$ cat src/rtl/usb_phy_pkg.sv
// -----------------------------------------------------------------------------
// usb_phy_pkg
//   Shared types for the USB PHY receive path.
//   - line_state_t : decoded state of the dp/dn pair for one bit sample
//   - rx_state_t   : receive FSM state (hunting SYNC, in packet, in EOP)
//   - decode_line  : maps raw (dp, dn) plus polarity mode to a line state
// -----------------------------------------------------------------------------
package usb_phy_pkg;

   typedef enum logic [1:0] {
      LS_SE0   = 2'd0,
      LS_DATA0 = 2'd1,
      LS_DATA1 = 2'd2,
      LS_SE1   = 2'd3
   } line_state_t;

   typedef enum logic [1:0] {
      RX_IDLE   = 2'd0,
      RX_ACTIVE = 2'd1,
      RX_EOP    = 2'd2
   } rx_state_t;

   // HS and FS use opposite differential polarity for DATA1/DATA0;
   // single-ended states are polarity independent.
   function automatic line_state_t decode_line(input logic dp, input logic dn,
                                               input logic hs);
      line_state_t ls;
      case ({dp, dn})
         2'b00:   ls = LS_SE0;
         2'b11:   ls = LS_SE1;
         2'b10:   ls = hs ? LS_DATA1 : LS_DATA0;
         default: ls = hs ? LS_DATA0 : LS_DATA1;
      endcase
      return ls;
   endfunction

endpackage

$ cat src/rtl/usb_sync2.sv
// -----------------------------------------------------------------------------
// usb_sync2
//   Two-flop synchronizer for one asynchronous pad input.
//   Ports:
//     i_clk   : destination clock
//     i_rst_n : async active-low reset, clears both stages
//     i_d     : asynchronous input
//     o_q     : synchronized output (stage 2)
// -----------------------------------------------------------------------------
module usb_sync2 (
   input  logic i_clk,
   input  logic i_rst_n,
   input  logic i_d,
   output logic o_q
);

   logic stage1;

   // NOTE: non-blocking assignments make the two stages shift one per clock;
   // blocking ones would collapse them into a single flop.
   always_ff @(posedge i_clk or negedge i_rst_n) begin
      if (!i_rst_n) begin
         stage1 <= 1'b0;
         o_q    <= 1'b0;
      end else begin
         stage1 <= i_d;
         o_q    <= stage1;
      end
   end

endmodule

$ cat src/rtl/line_receiver.sv
// -----------------------------------------------------------------------------
// line_receiver
//   Receive-side line decoder between the pads and the NRZI decode path.
//   Synchronizes dp/dn, decodes one line state per bit strobe, hunts for SYNC,
//   forwards packet bits, recognises EOP and aborts on line errors.
//   Ports:
//     i_clk, i_rst_n   : clock, async active-low reset
//     i_dp, i_dn       : raw pad inputs (asynchronous)
//     i_bit_en         : one-cycle strobe per bit time
//     i_hs_mode        : 1 = HS polarity, 0 = FS polarity (sampled with the bit)
//     i_rx_enable      : 0 forces IDLE silently (tie to ~oe of our driver)
//     o_nrzi_data/o_nrzi_valid : forwarded NRZI bit and its qualifier
//     o_packet_start   : pulse when SYNC matched
//     o_packet_end     : pulse when a valid EOP completed
//     o_rx_active      : high from packet start until end/abort
//     o_rx_error       : pulse on line error (packet aborted)
//     o_line_state     : decoded line state of the last bit sample
// -----------------------------------------------------------------------------
module line_receiver
   import usb_phy_pkg::*;
#(
   parameter int                  SYNC_LEN     = 8,
   parameter logic [SYNC_LEN-1:0] SYNC_NRZI    = 8'b01010100,
   parameter int                  EOP_SE0_BITS = 2,
   parameter int                  MAX_BITS     = 8192,
   parameter int                  CNT_W        = $clog2(MAX_BITS+1)
)(
   input  logic       i_clk,
   input  logic       i_rst_n,
   input  logic       i_dp,
   input  logic       i_dn,
   input  logic       i_bit_en,
   input  logic       i_hs_mode,
   input  logic       i_rx_enable,
   output logic       o_nrzi_data,
   output logic       o_nrzi_valid,
   output logic       o_packet_start,
   output logic       o_packet_end,
   output logic       o_rx_active,
   output logic       o_rx_error,
   output logic [1:0] o_line_state
);

   localparam int SE0_W = $clog2(EOP_SE0_BITS+1);

   logic                dp_s, dn_s;
   line_state_t         ls;
   logic                ls_data;
   logic                ls_bit;
   logic [SYNC_LEN-1:0] sr_next;

   rx_state_t           state;
   logic [SYNC_LEN-1:0] sync_sr;
   logic [CNT_W-1:0]    bit_cnt;
   logic [SE0_W-1:0]    se0_cnt;

   usb_sync2 u_sync_dp (.i_clk(i_clk), .i_rst_n(i_rst_n), .i_d(i_dp), .o_q(dp_s));
   usb_sync2 u_sync_dn (.i_clk(i_clk), .i_rst_n(i_rst_n), .i_d(i_dn), .o_q(dn_s));

   assign ls      = decode_line(dp_s, dn_s, i_hs_mode);
   assign ls_data = (ls == LS_DATA0) || (ls == LS_DATA1);
   assign ls_bit  = (ls == LS_DATA1);
   // Newest bit enters at the LSB so the oldest SYNC bit ends up at the MSB.
   assign sr_next = {sync_sr[SYNC_LEN-2:0], ls_bit};

   always_ff @(posedge i_clk or negedge i_rst_n) begin
      if (!i_rst_n) begin
         state          <= RX_IDLE;
         sync_sr        <= '0;
         bit_cnt        <= '0;
         se0_cnt        <= '0;
         o_nrzi_data    <= 1'b0;
         o_nrzi_valid   <= 1'b0;
         o_packet_start <= 1'b0;
         o_packet_end   <= 1'b0;
         o_rx_active    <= 1'b0;
         o_rx_error     <= 1'b0;
         o_line_state   <= LS_SE0;
      end else begin
         // Pulses default low so each one lasts exactly one cycle.
         o_nrzi_valid   <= 1'b0;
         o_packet_start <= 1'b0;
         o_packet_end   <= 1'b0;
         o_rx_error     <= 1'b0;

         if (i_bit_en) o_line_state <= ls;

         if (!i_rx_enable) begin
            // Our own driver owns the line: abort silently, no end/error pulse.
            state       <= RX_IDLE;
            sync_sr     <= '0;
            o_rx_active <= 1'b0;
         end else if (i_bit_en) begin
            case (state)
               RX_IDLE: begin
                  if (ls_data) begin
                     sync_sr <= sr_next;
                     if (sr_next == SYNC_NRZI) begin
                        o_packet_start <= 1'b1;
                        o_rx_active    <= 1'b1;
                        bit_cnt        <= '0;
                        state          <= RX_ACTIVE;
                     end
                  end else begin
                     sync_sr <= '0;
                  end
               end
               RX_ACTIVE: begin
                  if (ls_data) begin
                     if (bit_cnt == CNT_W'(MAX_BITS)) begin
                        // Overlong packet: drop this bit and abort.
                        o_rx_error  <= 1'b1;
                        o_rx_active <= 1'b0;
                        sync_sr     <= '0;
                        state       <= RX_IDLE;
                     end else begin
                        o_nrzi_data  <= ls_bit;
                        o_nrzi_valid <= 1'b1;
                        bit_cnt      <= bit_cnt + CNT_W'(1);
                     end
                  end else if (ls == LS_SE0) begin
                     se0_cnt <= SE0_W'(1);
                     state   <= RX_EOP;
                  end else begin
                     o_rx_error  <= 1'b1;
                     o_rx_active <= 1'b0;
                     sync_sr     <= '0;
                     state       <= RX_IDLE;
                  end
               end
               RX_EOP: begin
                  if (ls == LS_SE0) begin
                     if (se0_cnt != SE0_W'(EOP_SE0_BITS)) se0_cnt <= se0_cnt + SE0_W'(1);
                  end else begin
                     // Any non-SE0 ends the packet; only a long-enough SE0 run
                     // followed by a data state is a valid EOP.
                     if (ls_data && (se0_cnt >= SE0_W'(EOP_SE0_BITS)))
                        o_packet_end <= 1'b1;
                     else
                        o_rx_error   <= 1'b1;
                     o_rx_active <= 1'b0;
                     sync_sr     <= '0;
                     state       <= RX_IDLE;
                  end
               end
               default: begin
                  o_rx_active <= 1'b0;
                  sync_sr     <= '0;
                  state       <= RX_IDLE;
               end
            endcase
         end
      end
   end

endmodule
$ cat config.mk
export PLATFORM = sky130hd
export DESIGN_NAME = line_receiver
export DESIGN_NICKNAME = d
export VERILOG_FILES = /design/src/rtl/usb_phy_pkg.sv /design/src/rtl/usb_sync2.sv /design/src/rtl/line_receiver.sv
export SDC_FILE = /design/constraint.sdc
export NUM_CORES = 1
export LEC_CHECK = 0
export CAP_MARGIN = 20
export CORE_ASPECT_RATIO = 0.7
export CORE_MARGIN = 3
export CORE_UTILIZATION = 30
export CTS_BUF_LIST = sky130_fd_sc_hd__clkbuf_4
export CTS_CLUSTER_DIAMETER = 150
export DETAILED_ROUTE_END_ITERATION = 10
export REMOVE_ABC_BUFFERS = 1
export SETUP_SLACK_MARGIN = 0.2
export SKIP_LAST_GASP = 1
export SYNTH_ARGS = -nofsm -noshare
export SYNTH_HDL_FRONTEND = slang
export SYNTH_SLANG_ARGS = --single-unit
$ cat constraint.sdc
create_clock -name i_clk -period 2.1 [get_ports i_clk]
set_input_delay 0.21 -clock i_clk [delete_from_list [all_inputs] [get_ports i_clk]]
set_output_delay 0.21 -clock i_clk [all_outputs]
set_load 0.02 [all_outputs]
* Word-level counts from Yosys, hierarchy flattened *
Cells that the tools add are included.

storage, ports and cells
  register bits = 38
  bits in latches = 0
  bits in writable memories = 0
  ROM bits = 0
  bits of input ports = 7
  output and inout bits = 8
  memories = 0

cells by class
  add/sub/neg operators = 2
  multipliers = 0
  div/mod/pow operators = 0
  order comparisons = 1
  eq/ne operators = 22
  shift-type cells = 0
  muxes and demuxes = 60
  bitwise gates (word level) = 1
  reduce and logical (&&, ||, !) cells = 13

operators by type and width
  kind                     number
  $mux W14                 4
  $mux W8                  6
  $mux W1                  29
  $mux W2                  14
  $pmux W14 S2             1
  $pmux W8 S3              1
  $ne A2 B2 Y1 const B     10
  $add A14 B1 Y14 const B  1
  $eq A14 B14 Y1 const B   1
  $reduce_and A7 Y1        2
  $pmux W2 S3              2
  $reduce_and A5 Y1        2
  $ne A3 B3 Y1 const B     3
  $eq A2 B2 Y1 const B     4
  $eq A8 B7 Y1 const B     1
  $logic_not A2 Y1         3
  $eq A2 B1 Y1 const B     2
  $ne A4 B4 Y1 const B     1
  $pmux W2 S2              1
  $reduce_and A4 Y1        1
  $reduce_bool A2 Y1       2
  $pmux W1 S3              1
  $add A2 B1 Y2 const B    1
  $ge A2 B2 Y1 const B     1
  other kinds (5)          5

* Longest topological paths before layout *
Gate-level depths: netlist (run 1).

  word-level depth = 10
  depth in mapped cells = 8
  depth with buffers taken out = 8

* Modules after synthesis *
From an unflattened synthesis (run 1), not the netlist that was laid out.

unflattened totals
  cells, all modules = 239
  area, all modules = 2368.5 µm²

modules (own cells, without submodules)
  module         times used  cells each  area an instance (µm²)
  line_receiver  1           235         2268.4
  usb_sync2      2           2           50.0

* Worst setup path before layout (run 1) *
OpenSTA, ideal clock, no wires.

  kind = flip-flop to flip-flop
  start point = register u_sync_dp.o_q
  end point = register bit_cnt[6]
  library setup time = 126 ps
  arrival = 2114 ps
  setup slack = -140 ps
  stages on the path, launching flop included = 9
  buffers on the path = 1
  path through = dfrtp_1 -> mux2i_1 -> inv_1 -> ha_1 -> nor4b_4 -> nand4_2 -> clkbuf_1 -> and3_1 -> a311o_1

between the ends
  cells in the longest elaborated chain, start to end = 6
  elaborated cells between the ends (all ways) = 12

RTL lines
  what                                                       RTL line                                  source
  start, declared                                            usb_sync2.sv:14                           output logic o_q
  start signal, assigned                                     usb_sync2.sv:27                           o_q <= stage1;
  $eq A2 B2 Y1 / $logic_not A2 Y1 (equally long branches)    usb_phy_pkg.sv:28                         case ({dp, dn})
  $pmux W2 S3 (*)                                            usb_phy_pkg.sv:28
  via ls[1]                                                  line_receiver.sv:47                       line_state_t ls;
  $eq A2 B2 Y1 (*)                                           line_receiver.sv:62                       assign ls_bit = (ls == LS_DATA1);
  via ls_bit                                                 line_receiver.sv:49                       logic ls_bit;
  $eq A8 B7 Y1 / $logic_or A1 B1 Y1 (equally long branches)  line_receiver.sv:98, line_receiver.sv:61
  $ne A2 B2 Y1 (no line)                                     n/a
  $reduce_and A7 Y1 (no line) (*)                            n/a
  end signal, assigned                                       line_receiver.sv:119                      bit_cnt <= bit_cnt + CNT_W'(1);
  end, declared                                              line_receiver.sv:54                       logic [CNT_W-1:0] bit_cnt;

The timed path passes the listed nets; every way through them passes the cells marked *.
A chain may end at the register's enable or synchronous reset.

* Worst setup path after layout (run 1) *
  start point = register u_sync_dp.o_q
  end point = register sync_sr[0]

between the ends
  cells in the longest elaborated chain, start to end = 8
  elaborated cells between the ends (all ways) = 16

RTL lines
  what                                                     RTL line                                    source
  $eq A2 B2 Y1 / $logic_not A2 Y1 (equally long branches)  usb_phy_pkg.sv:28
  $pmux W2 S3 (*)                                          usb_phy_pkg.sv:28
  via ls[1]                                                line_receiver.sv:47
  $logic_not A2 Y1, or another cell as far along           line_receiver.sv:121, line_receiver.sv:132
  $mux W8 / $logic_or A1 B1 Y1 (equally long branches)     n/a
  $mux W8, on equally long branches                        line_receiver.sv:109, line_receiver.sv:96
  $pmux W8 S3                                              line_receiver.sv:94                         case (state)
  $mux W8                                                  line_receiver.sv:93                         end else if (i_bit_en) begin
  $mux W8                                                  line_receiver.sv:88                         if (!i_rx_enable) begin
  end signal, assigned                                     line_receiver.sv:97                         sync_sr <= sr_next;
  end, declared                                            line_receiver.sv:53                         logic [SYNC_LEN-1:0] sync_sr;

The timed path passes the listed nets; every way through them passes the cells marked *. The select of a mux whose other input is x is not followed.

==> run_results.csv, run 1 <==
group,metric,value,unit
outcome,status,"finished, final reports clean",
timing,fin_setup_tns,0,ns
pwr,powerDensity,427,nW/µm²
worst_setup_path,timing.critical_path.arrival,2.29,ns
cts,cts_tree,"done",
drt,drc,0,
hold_path,min_to,"u_sync_dp.stage1",
worst_setup_path,r2r_cells,12,
drt,wirelength,5.59,mm
floorplan,initial_core_util,31.7,%
cts,h-tree-depth,2,
floorplan,core,6940,µm²
synthesis,synth_area,2200,µm²
drt,drt_first_iter_violations,117,
pwr,ir_worst_vdd,189,µV
final_layout,nNetsFinal,295,
synthesis,yosys-top-cells-area,"dfrtp_1, ha_1, nand2_1",
drt,viasPerCell,5.28,
cts,clk_pin_slew_worst_paths,0.11,ns
synthesis,post-synth-top-count-cell,"dfrtp_1",
floorplan,dieArea,8430,µm²
cts,cts.sinks,37,
drt,post_drt_wl_per_cell,15.1,µm
timing,setup_viol,0,
worst_setup_path,critPathLaunchType,"flip-flop",
cts,clock_latency,0.34,ns
timing,layout_min_cycle_time,2.06,ns
grt,grt_max_degree,38,
grt,grt_usage,14.3,%
pwr,leakagePower,1.38,nW
worst_setup_path,r2r-end,"sync_sr[0]",
cts,ctsRootBufferMaster,"clkbuf_4",
worst_setup_path,crit_buf_inv,9,
timing,fin_crit_sh,97.9,%
run,maxCapViolCount,0,
grt,grt_pass1_vias,1875,
placement,hpwl,3.92,mm
timing,max_freq,486,MHz
drt,first_pass_iters,5,
cts,cts_buffer_depth,2,
worst_setup_path,cp_common_cell,"buf_6",
timing,rsz0062_at_grt,"true",
final_layout,post-route-util,43.9,%
timing,relSlewSlack,41.9,%
final_layout,diodes,0,
hold_path,hold_start,"i_dp",
drt,ant_nets,0,
synthesis,ys_ff_latch,37,
synthesis,yosysUniqueCellTypes,54,
worst_setup_path,crit_type,"reg2reg",
floorplan,die_h,77.7,µm
timing,report.final.slew_viol_count,0,
hold_path,min_path_type,"in2reg",
floorplan,rows,25,
synthesis,yosysSeqAreaShare,42.0,%
drt,num_vias,1954,
timing,tightest_slew,0.872,ns
cts,cts_inserted_buffers,5,
final_layout,drive_above_1_share,31.9,%
worst_setup_path,r2r_start,"u_sync_dp.o_q",
synthesis,synth_top_flop_cell,"dfrtp_1",
synthesis,avgSynthCellArea,10.2,µm²
synthesis,ys_warn_count,0,
hold_path,min_path_cells,1,
worst_setup_path,rrSetupSlack,0.04,ns
synthesis,ys_top_cells_by_count,"dfrtp_1, nand2_1, inv_1",
worst_setup_path,worstSetupPathDepth,12,
floorplan,pin_count,15,
timing,finalHoldViolCount,0,
worst_setup_path,cp_top_family,"buffers and inverters",
synthesis,synth_edf_count,0,
floorplan,dieWidth,108,µm
synthesis,ys_async_sr_fraction,100,%
grt,grt_pass1_wl,9.65,mm
grt,antenna_found_initial,0,
placement,finalWeightedCongestion,0.847,
worst_setup_path,slowest_stage,"dfrtp_1",
timing,finClkSkew,0.0113,ns
synthesis,yosysTopAreaCellShare,42.0,%
worst_setup_path,slowest_delay,0.42,ns
worst_setup_path,worstPathRequired,2.34,ns
synthesis,syn_inst,217,
worst_setup_path,cp-end-kind,"flip-flop",
placement,portBuffers,14,
synthesis,synth_top_cell_by_area,"dfrtp_1",
worst_setup_path,path_cells,"mux2i_2 -> inv_2 -> buf_4 -> buf_6 -> buf_6 -> buf_6 -> buf_6 -> buf_6 -> buf_6 -> buf_6 -> ha_4 -> a32o_1",
worst_setup_path,cp_max_fo,2,
grt,overflow,0,
final_layout,syn_to_final_growth,38.2,%
## cells by family (layout without fill, tap and decap cells)
logic type / after synthesis / count (layout) / synth area share, %
simple gates: 85 / 85 / 23.7
compound gates: 50 / 50 / 20.2
flops: 37 / 37 / 42.0
buf+inv: 28 / 87 / 4.88
fa+ha+maj: 12 / 12 / 6.81
mux: 5 / 5 / 2.38
## where the power goes
group	total (W)	switching, W	leakage, nW	internal [W]
Combinational	0.000199	0.0000963	0.893	0.000103
Sequential	0.000736	0.00000980	0.454	0.000726
Clock	0.000365	0.000230	0.0292	0.000135
Total	0.00130	0.000336	1.38	0.000963
## metrics by stage
step,std cells,setup WS (ns),total power (W),hold slack [ns],instance area (µm²)
2_1_floorplan,206,-0.237,0.000804,-0.0856,2160
3_3_place_gp,353,-0.498,0.000895,0.339,2710
3_5_place_dp,353,-0.528,0.000897,0.335,2710
4_1_cts,369,0.0757,0.00130,0.276,2930
5_1_grt,370,-0.0315,0.00138,0.277,3050
6_report,370,0.0443,0.00130,0.298,3050
## layout by cell type, fill, tap and decap left out, drive strengths merged, types with 3 or more instances in the layout
cell           instances
nor2                   5
a21oi                  4
ha                    12
and2                   4
a2111oi                6
nand2                 21
nand4                  5
nand3                 15
buf                   49
and3                   9
nand3b                 3
mux2i                  3
a211o                  4
o211ai                 4
clkdlybuf4s50         12
dfrtp                 37
clkbuf                 6
o2111ai                4
a22o                   6
inv                   17
nor4                   5
nor3                   4
o221ai                 6
## how the worst max path moves through the flow
stage	endpoint	startpoint	slack [ns]
after floorplan	bit_cnt[10]	u_sync_dp.o_q	-0.24
after global placement	state[0]	i_hs_mode	-0.50
after detailed placement	state[0]	i_hs_mode	-0.53
after CTS	bit_cnt[13]	u_sync_dp.o_q	0.08
after global routing	bit_cnt[13]	u_sync_dn.o_q	-0.03
final	sync_sr[0]	u_sync_dp.o_q	0.04
## area by class of cell
type                            count  area (µm²)
Inverter                           17        63.8
Sequential cell                    37         926
Timing Repair Buffer               63         534
Tap cell                           94         118
Clock buffer                        6        45.0
Fill cell                         678        3900
Multi-Input combinational cell    152        1360
Clock inverter                      1        3.75
## routing by layer
| layer | track usage (%) | share of wire (%) | vias to the layer above |
|---|---|---|---|
| met3 | 2.83 | 5.7 | 7 |
| met4 | 4.29 | 1.1 | 0 |
| met5 | 0 | 0 | - |
| met2 | 18.9 | 41 | 58 |
| li1 | - | - | 949 |
| met1 | 23.0 | 52 | 940 |
## timing repair
item,4_1_cts,5_1_grt
endpoints found under the setup margin,26,28
hold endpoints to repair,19,0
buffers inserted,8,1
resized for setup,26,15
hold buffers,1,0
pin swaps,5,0
## registers in the layout (all words and copies together) (netlist names), 2 cells and up
signal and cells:
bit_cnt 14, o_line_state 2, state 2, se0_cnt 2, sync_sr 7
No activity file was read; power rests on OpenSTA's default activity.
==> run 2: changes to the inputs <==
- GPL_TIMING_DRIVEN: not set -> 0
==> run 2 against run 1 <==
The flow now finishes with violations (negative setup slack); critical path depth is 3 lower; sequential share of layout area fell by 0.14 points; cell area up 0.45%; first-iteration DRC count increased by 42%; clock skew up 0.0047 ns; worst setup slack worse by 0.088 ns; via count fell by 0.31%; sequential cell count unchanged; non-clock buffer count fell by 18; maximum frequency is 4.1% lower; hold slack lost 0.011 ns; largest cell class unchanged; largest power group unchanged; highest routed layer unchanged.
==> run_results.csv, run 2 (synthesis gave the netlist of run 1 again) <==
group,metric,value,unit
outcome,status,"finished with violations",
outcome,violations,"negative setup slack",
grt,grt_pass1_wl,9.48,mm
drt,num_vias,1948,
drt,post_drt_wl_per_cell,16.9,µm
cts,cts_tree,"done",
grt,overflow,0,
grt,grt_max_degree,38,
pwr,p_sw_share,27.4,%
pwr,powerDensity,422,nW/µm²
cts,cts.sinks,37,
floorplan,dieArea,8430,µm²
worst_setup_path,path_cells,"mux2i_2 -> inv_2 -> ha_4 -> nor4b_4 -> buf_4 -> nand4_4 -> buf_6 -> and3_4 -> a311o_1",
floorplan,pin_count,15,
timing,tightest_slew,0.838,ns
cts,h-tree-depth,2,
cts,clock_latency,0.35,ns
worst_setup_path,worstPathRequired,2.34,ns
worst_setup_path,timing.critical_path.arrival,2.38,ns
placement,finalWeightedCongestion,0.829,
grt,grt_pass1_vias,1831,
drt,drc,0,
floorplan,core,6940,µm²
worst_setup_path,critPathLaunchType,"flip-flop",
final_layout,finalInstanceArea,3060,µm²
worst_setup_path,r2r-end,"bit_cnt[6]",
run,maxCapViolCount,0,
worst_setup_path,slowest_delay,0.42,ns
drt,wirelength,5.97,mm
hold_path,min_path_cells,1,
pwr,p_switching,0.000355,W
pwr,power.share.combinational,14.8,%
pwr,leakagePower,1.33,nW
cts,cts_buffer_depth,2,
cts,cts_inserted_buffers,5,
floorplan,die_h,77.7,µm
final_layout,largest_reg_flops,14,
final_layout,drive_above_1_share,33.5,%
worst_setup_path,slowest_stage,"dfrtp_1",
worst_setup_path,rrSetupSlack,-0.04,ns
pwr,clkPwrFrac,28.1,%
worst_setup_path,cp-end-kind,"flip-flop",
final_layout,largest-register,"bit_cnt",
timing,finalHoldViolCount,0,
hold_path,hold_start,"i_dp",
final_layout,nNetsFinal,278,
timing,setup_viol,5,
cts,ctsRootBufferMaster,"clkbuf_4",
worst_setup_path,r2r_start,"u_sync_dn.o_q",
pwr,ir_worst_vdd,169,µV
final_layout,layout_common_cells,"dfrtp_1, buf_4, nand2_1",
placement,portBuffers,14,
drt,viasPerCell,5.50,
floorplan,dieWidth,108,µm
timing,fin_crit_sh,102,%
cts,clk_pin_slew_worst_paths,0.12,ns
worst_setup_path,r2r_cells,9,
final_layout,syn_to_final_growth,38.8,%
hold_path,min_to,"u_sync_dp.stage1",
pwr,intPower,0.000937,W
floorplan,rows,25,
hold_path,min_path_type,"in2reg",
timing,relSlewSlack,44.1,%
grt,grt_usage,14.4,%
worst_setup_path,crit_type,"reg2reg",
final_layout,largestRegisters,"bit_cnt (14), sync_sr (7)",
placement,hpwl,3.47,mm
drt,ant_nets,0,
final_layout,final_common_cell,"dfrtp_1",
worst_setup_path,cp_max_fo,4,
timing,rsz0062_at_grt,"true",
timing,layout_min_cycle_time,2.14,ns
timing,fin_setup_tns,-0.168,ns
drt,first_pass_iters,4,
drt,drt_first_iter_violations,166,
grt,antenna_found_initial,0,
pwr,seq_power_share,57.1,%
timing,max_freq,466,MHz
timing,report.final.slew_viol_count,0,
placement,postPlaceCellArea,2410,µm²
timing,finClkSkew,0.0160,ns
final_layout,diodes,0,
floorplan,initial_core_util,31.7,%
timing,setup_ws,-0.0441,ns
run 2: cell count changes in the layout (fill, tap and decap cells not counted), moves of 3 or more:
cell   delta
buf_4    -15
buf_6     -4
inv_1     -5
inv_2     +3
run 2: layout make-up:
type                            count  area [µm²]
Fill cell                         645        3880
Multi-Input combinational cell    153        1500
Sequential cell                    37         926
Timing Repair Buffer               45         397
Tap cell                           94         118
Inverter                           17        70.1
Clock buffer                        5        37.5
Clock inverter                      3        12.5
run 2: metrics by stage:
stage               worst slack (ns)  total power, W  instances  hold WS, ns  util (%)
finish                       -0.0441         0.00129        354        0.288      44.1
floorplan                     -0.237        0.000804        206      -0.0856         -
global route                  -0.175         0.00137        354        0.251      44.1
detailed placement             -1.30        0.000862        314        0.343      34.7
CTS                          0.00769         0.00128        339        0.279      40.5
global placement               -1.20        0.000861        314        0.340      34.8
run 2: worst max path at each step:
stage                        startpoint          end  slack, ns  cells past startpoint
after floorplan           u_sync_dp.o_q  bit_cnt[10]      -0.24                      8
after global placement        i_hs_mode  bit_cnt[13]      -1.20                      9
after detailed placement      i_hs_mode   bit_cnt[1]      -1.30                      8
after CTS                 u_sync_dn.o_q   bit_cnt[6]      0.008                      9
after global routing      u_sync_dn.o_q   bit_cnt[6]      -0.17                      9
final                     u_sync_dn.o_q   bit_cnt[6]      -0.04                      9
run 2: timing repair:
action,CTS,global route
setup buffers,16,14
endpoints found under the setup margin,30,27
cloned,0,1
hold buffers,1,0
pin swaps,11,11
resized for setup,43,26
endpoints found under the hold margin,22,0
run 2: power groups by stage:
stage               logic (W)  registers (W)  clock network [W]
floorplan           0.0000502       0.000754                  0
global placement     0.000111       0.000749                  0
detailed placement   0.000112       0.000750                  0
CTS                  0.000164       0.000736           0.000381
global route         0.000208       0.000739           0.000425
finish               0.000191       0.000737           0.000363
run 2: layer usage:
layer | vias up | track usage [%] | wire, µm
met5 | - | 0 | 0
met4 | 0 | 4.67 | 47
met3 | 6 | 3.24 | 267
met2 | 51 | 20.5 | 2680
met1 | 974 | 21.4 | 2980
li1 | 917 | - | -
run 2: critical path: cells and delay by family (launching register included):
| kind | cells | cell delay, ns |
|---|---|---|
| flops | 1 | 0.42 |
| simple gates | 3 | 0.50 |
| buf+inv | 3 | 0.44 |
| mux | 1 | 0.23 |
| fa+ha+maj | 1 | 0.18 |
| compound gates | 1 | 0.26 |
==> run 3: changes to the inputs <==
- SYNTH_HIERARCHICAL: not set -> 1
==> run 3 against run 2 <==
The run still ends with negative setup slack left; register-to-register slack lost 0.05 ns; die area grew 7.0%; power grew 10%; sequential power shrank 1%; hold slack lost 0.015 ns; critical path depth shrank 2; first-iteration DRC count grew 16%; cell area grew 3.3%; global-route usage grew 0.055 points; clock-buffer cell count is the same; critical path type unchanged; highest routed layer unchanged.
==> run_results.csv, run 3 <==
group,metric,value,unit
outcome,status,"finished with violations",
outcome,violations,"negative setup slack",
pwr,intPower,0.00105,W
drt,drt_first_iter_violations,193,
worst_setup_path,r2r_start,"u_sync_dp/o_q",
synthesis,synth_compound_area_share,20.4,%
timing,finClkSkew,0.0120,ns
cts,cts.sinks,37,
synthesis,synth_xor_area_share,0,%
final_layout,largest_reg_flops,14,
synthesis,avgSynthCellArea,9.91,µm²
synthesis,ys_top_cells_by_count,"dfrtp_1, nand2_1, nand3_1",
grt,grt_pass1_vias,2078,
synthesis,yosysUniqueCellTypes,64,
grt,antenna_found_initial,0,
synthesis,ys_async_sr_fraction,100,%
floorplan,initial_core_util,31.7,%
synthesis,yosysTopAreaCellShare,39.1,%
synthesis,ys_ff_latch,37,
synthesis,synth_adder_area_share,6.34,%
cts,h-tree-depth,2,
pwr,seq_power_share,51.2,%
synthesis,synth_mux_area_share,4.38,%
hold_path,hold_start,"i_dn",
synthesis,synth_top_flop_cell,"dfrtp_1",
worst_setup_path,worstPathRequired,2.35,ns
final_layout,largestRegisters,"bit_cnt (14), sync_sr (7)",
cts,clk_pin_slew_worst_paths,0.13,ns
worst_setup_path,rrSetupSlack,-0.09,ns
drt,wirelength,6.57,mm
timing,report.final.slew_viol_count,0,
placement,pre_cts_slack,-1.32,ns
placement,finalWeightedCongestion,0.822,
worst_setup_path,timing.critical_path.arrival,2.44,ns
synthesis,ys_warn_count,6,
cts,cts_inserted_buffers,5,
timing,rsz0062_at_grt,"true",
cts,cts_tree,"done",
final_layout,nNetsFinal,300,
synthesis,syn_inst,239,
drt,post_drt_wl_per_cell,17.3,µm
floorplan,rows,26,
synthesis,yosysSeqAreaShare,39.1,%
final_layout,largest-register,"bit_cnt",
drt,viasPerCell,5.74,
floorplan,dieArea,9010,µm²
final_layout,drive_above_1_share,35.1,%
drt,num_vias,2181,
final_layout,final_common_cell,"dfrtp_1",
timing,fin_crit_sh,104,%
drt,drc,0,
timing,fin_setup_tns,-0.633,ns
cts,clock_latency,0.36,ns
final_layout,fillerInstances,711,
synthesis,yosys.area_share.simple,24.8,%
final_layout,syn_to_final_growth,33.4,%
drt,first_pass_iters,6,
pwr,power.share.combinational,12.5,%
grt,overflow,0,
timing,setup_viol,17,
pwr,powerDensity,449,nW/µm²
run,maxCapViolCount,0,
worst_setup_path,cp-end-kind,"flip-flop",
grt,grt_usage,14.5,%
synthesis,synth_edf_count,0,
worst_setup_path,startpoint,"u_sync_dp/o_q",
final_layout,layout_common_cells,"dfrtp_1, buf_4, nand2_1",
cts,cts_buffer_depth,2,
pwr,leakagePower,1.22,nW
timing,max_freq,457,MHz
synthesis,synth_top_cell_by_area,"dfrtp_1",
timing,tightest_slew,0.845,ns
timing,relSlewSlack,43.6,%
synthesis,yosys-top-cells-area,"dfrtp_1, ha_1, mux2i_1",
floorplan,pin_count,15,
worst_setup_path,crit_type,"reg2reg",
timing,layout_min_cycle_time,2.19,ns
hold_path,min_path_type,"in2reg",
floorplan,dieWidth,112,µm
timing,finalHoldViolCount,0,
placement,hpwl,3.98,mm
worst_setup_path,critPathLaunchType,"flip-flop",
pwr,ir_worst_vdd,237,µV
placement,portBuffers,14,
pwr,p_switching,0.000373,W
pwr,p_sw_share,26.2,%
cts,ctsRootBufferMaster,"clkbuf_4",
floorplan,core,7480,µm²
worst_setup_path,cp_max_fo,5,
final_layout,diodes,0,
drt,ant_nets,0,
synthesis,synth_area,2370,µm²
pwr,clkPwrFrac,36.3,%
grt,grt_max_degree,38,
timing,setup_ws,-0.0896,ns
synthesis,synth_top_family_by_area,"simple AND/OR/NAND/NOR gates",
floorplan,die_h,80.3,µm
synthesis,post-synth-top-count-cell,"dfrtp_1",
grt,grt_pass1_wl,10.5,mm
-- run 3: stage by stage --
stage               power [W]  cell area, µm²  hold WS (ns)  std cells  util [%]
floorplan            0.000791            2290       -0.0856        227         -
global placement     0.000849            2550         0.334        339      34.1
detailed placement   0.000849            2550         0.335        339      34.0
CTS                   0.00141            3020         0.272        373      40.3
global route          0.00148            3160         0.272        380      42.2
finish                0.00142            3160         0.273        380      42.2
-- run 3: final timing paths --
check                                   end  cells past startpoint
max                              bit_cnt[6]                      7
min in group asynchronous    o_packet_start                      2
min reg2reg                   u_sync_dp/o_q                      0
min                        u_sync_dn/stage1                      1
max reg2reg                      bit_cnt[6]                      7
max in group asynchronous        bit_cnt[9]                      2
-- run 3: what timing repair did --
item | CTS | global route
hold buffers | 1 | 0
gates resized for setup | 49 | 23
endpoints found under the setup margin | 31 | 29
pin swaps | 26 | 12
endpoints found under the hold margin | 37 | 0
setup buffers | 25 | 6
gates cloned | 0 | 1
-- run 3: layout make-up --
class	instances	area, µm²	area share [%]
sequential	37	930	29.4
inverter	10	40.0	1.27
clock buffer	5	37.5	1.19
clock inverter	3	41.3	1.31
timing repair buffer	47	399	12.6
tap	98	123	3.88
multi-input combinational	180	1590	50.3
-- run 3: cell families (layout without fill, tap and decap cells) --
| group | after synthesis | count (layout) |
|---|---|---|
| simple gates | 98 | 98 |
| buf+inv | 22 | 65 |
| mux | 10 | 10 |
| fa+ha+maj | 12 | 12 |
| flops | 37 | 37 |
| compound gates | 60 | 60 |
-- run 3: critical path: stages, from the launching register on --
cell and delay (ns):
dfrtp_1 0.42, mux2i_2 0.19, inv_2 0.08, ha_4 0.17, or4b_4 0.52, o31ai_4 0.22
nand2_2 0.15, a221o_1 0.33
-- run 3: layer usage --
metal  vias to the layer above  GRT usage [%]  wire length (µm)
li1                       1018              -                 -
met1                      1080           21.4              3250
met2                        72           21.0              2780
met3                        11           3.24               450
met4                         0           3.84                91
met5                         -              0                 0
-- run 3: power groups by stage --
stage	logic (W)	registers, W	clock network, W
finish	0.000177	0.000728	0.000516
global route	0.000191	0.000729	0.000563
CTS	0.000164	0.000728	0.000519
detailed placement	0.000109	0.000740	0
global placement	0.000109	0.000740	0
floorplan	0.0000461	0.000745	0
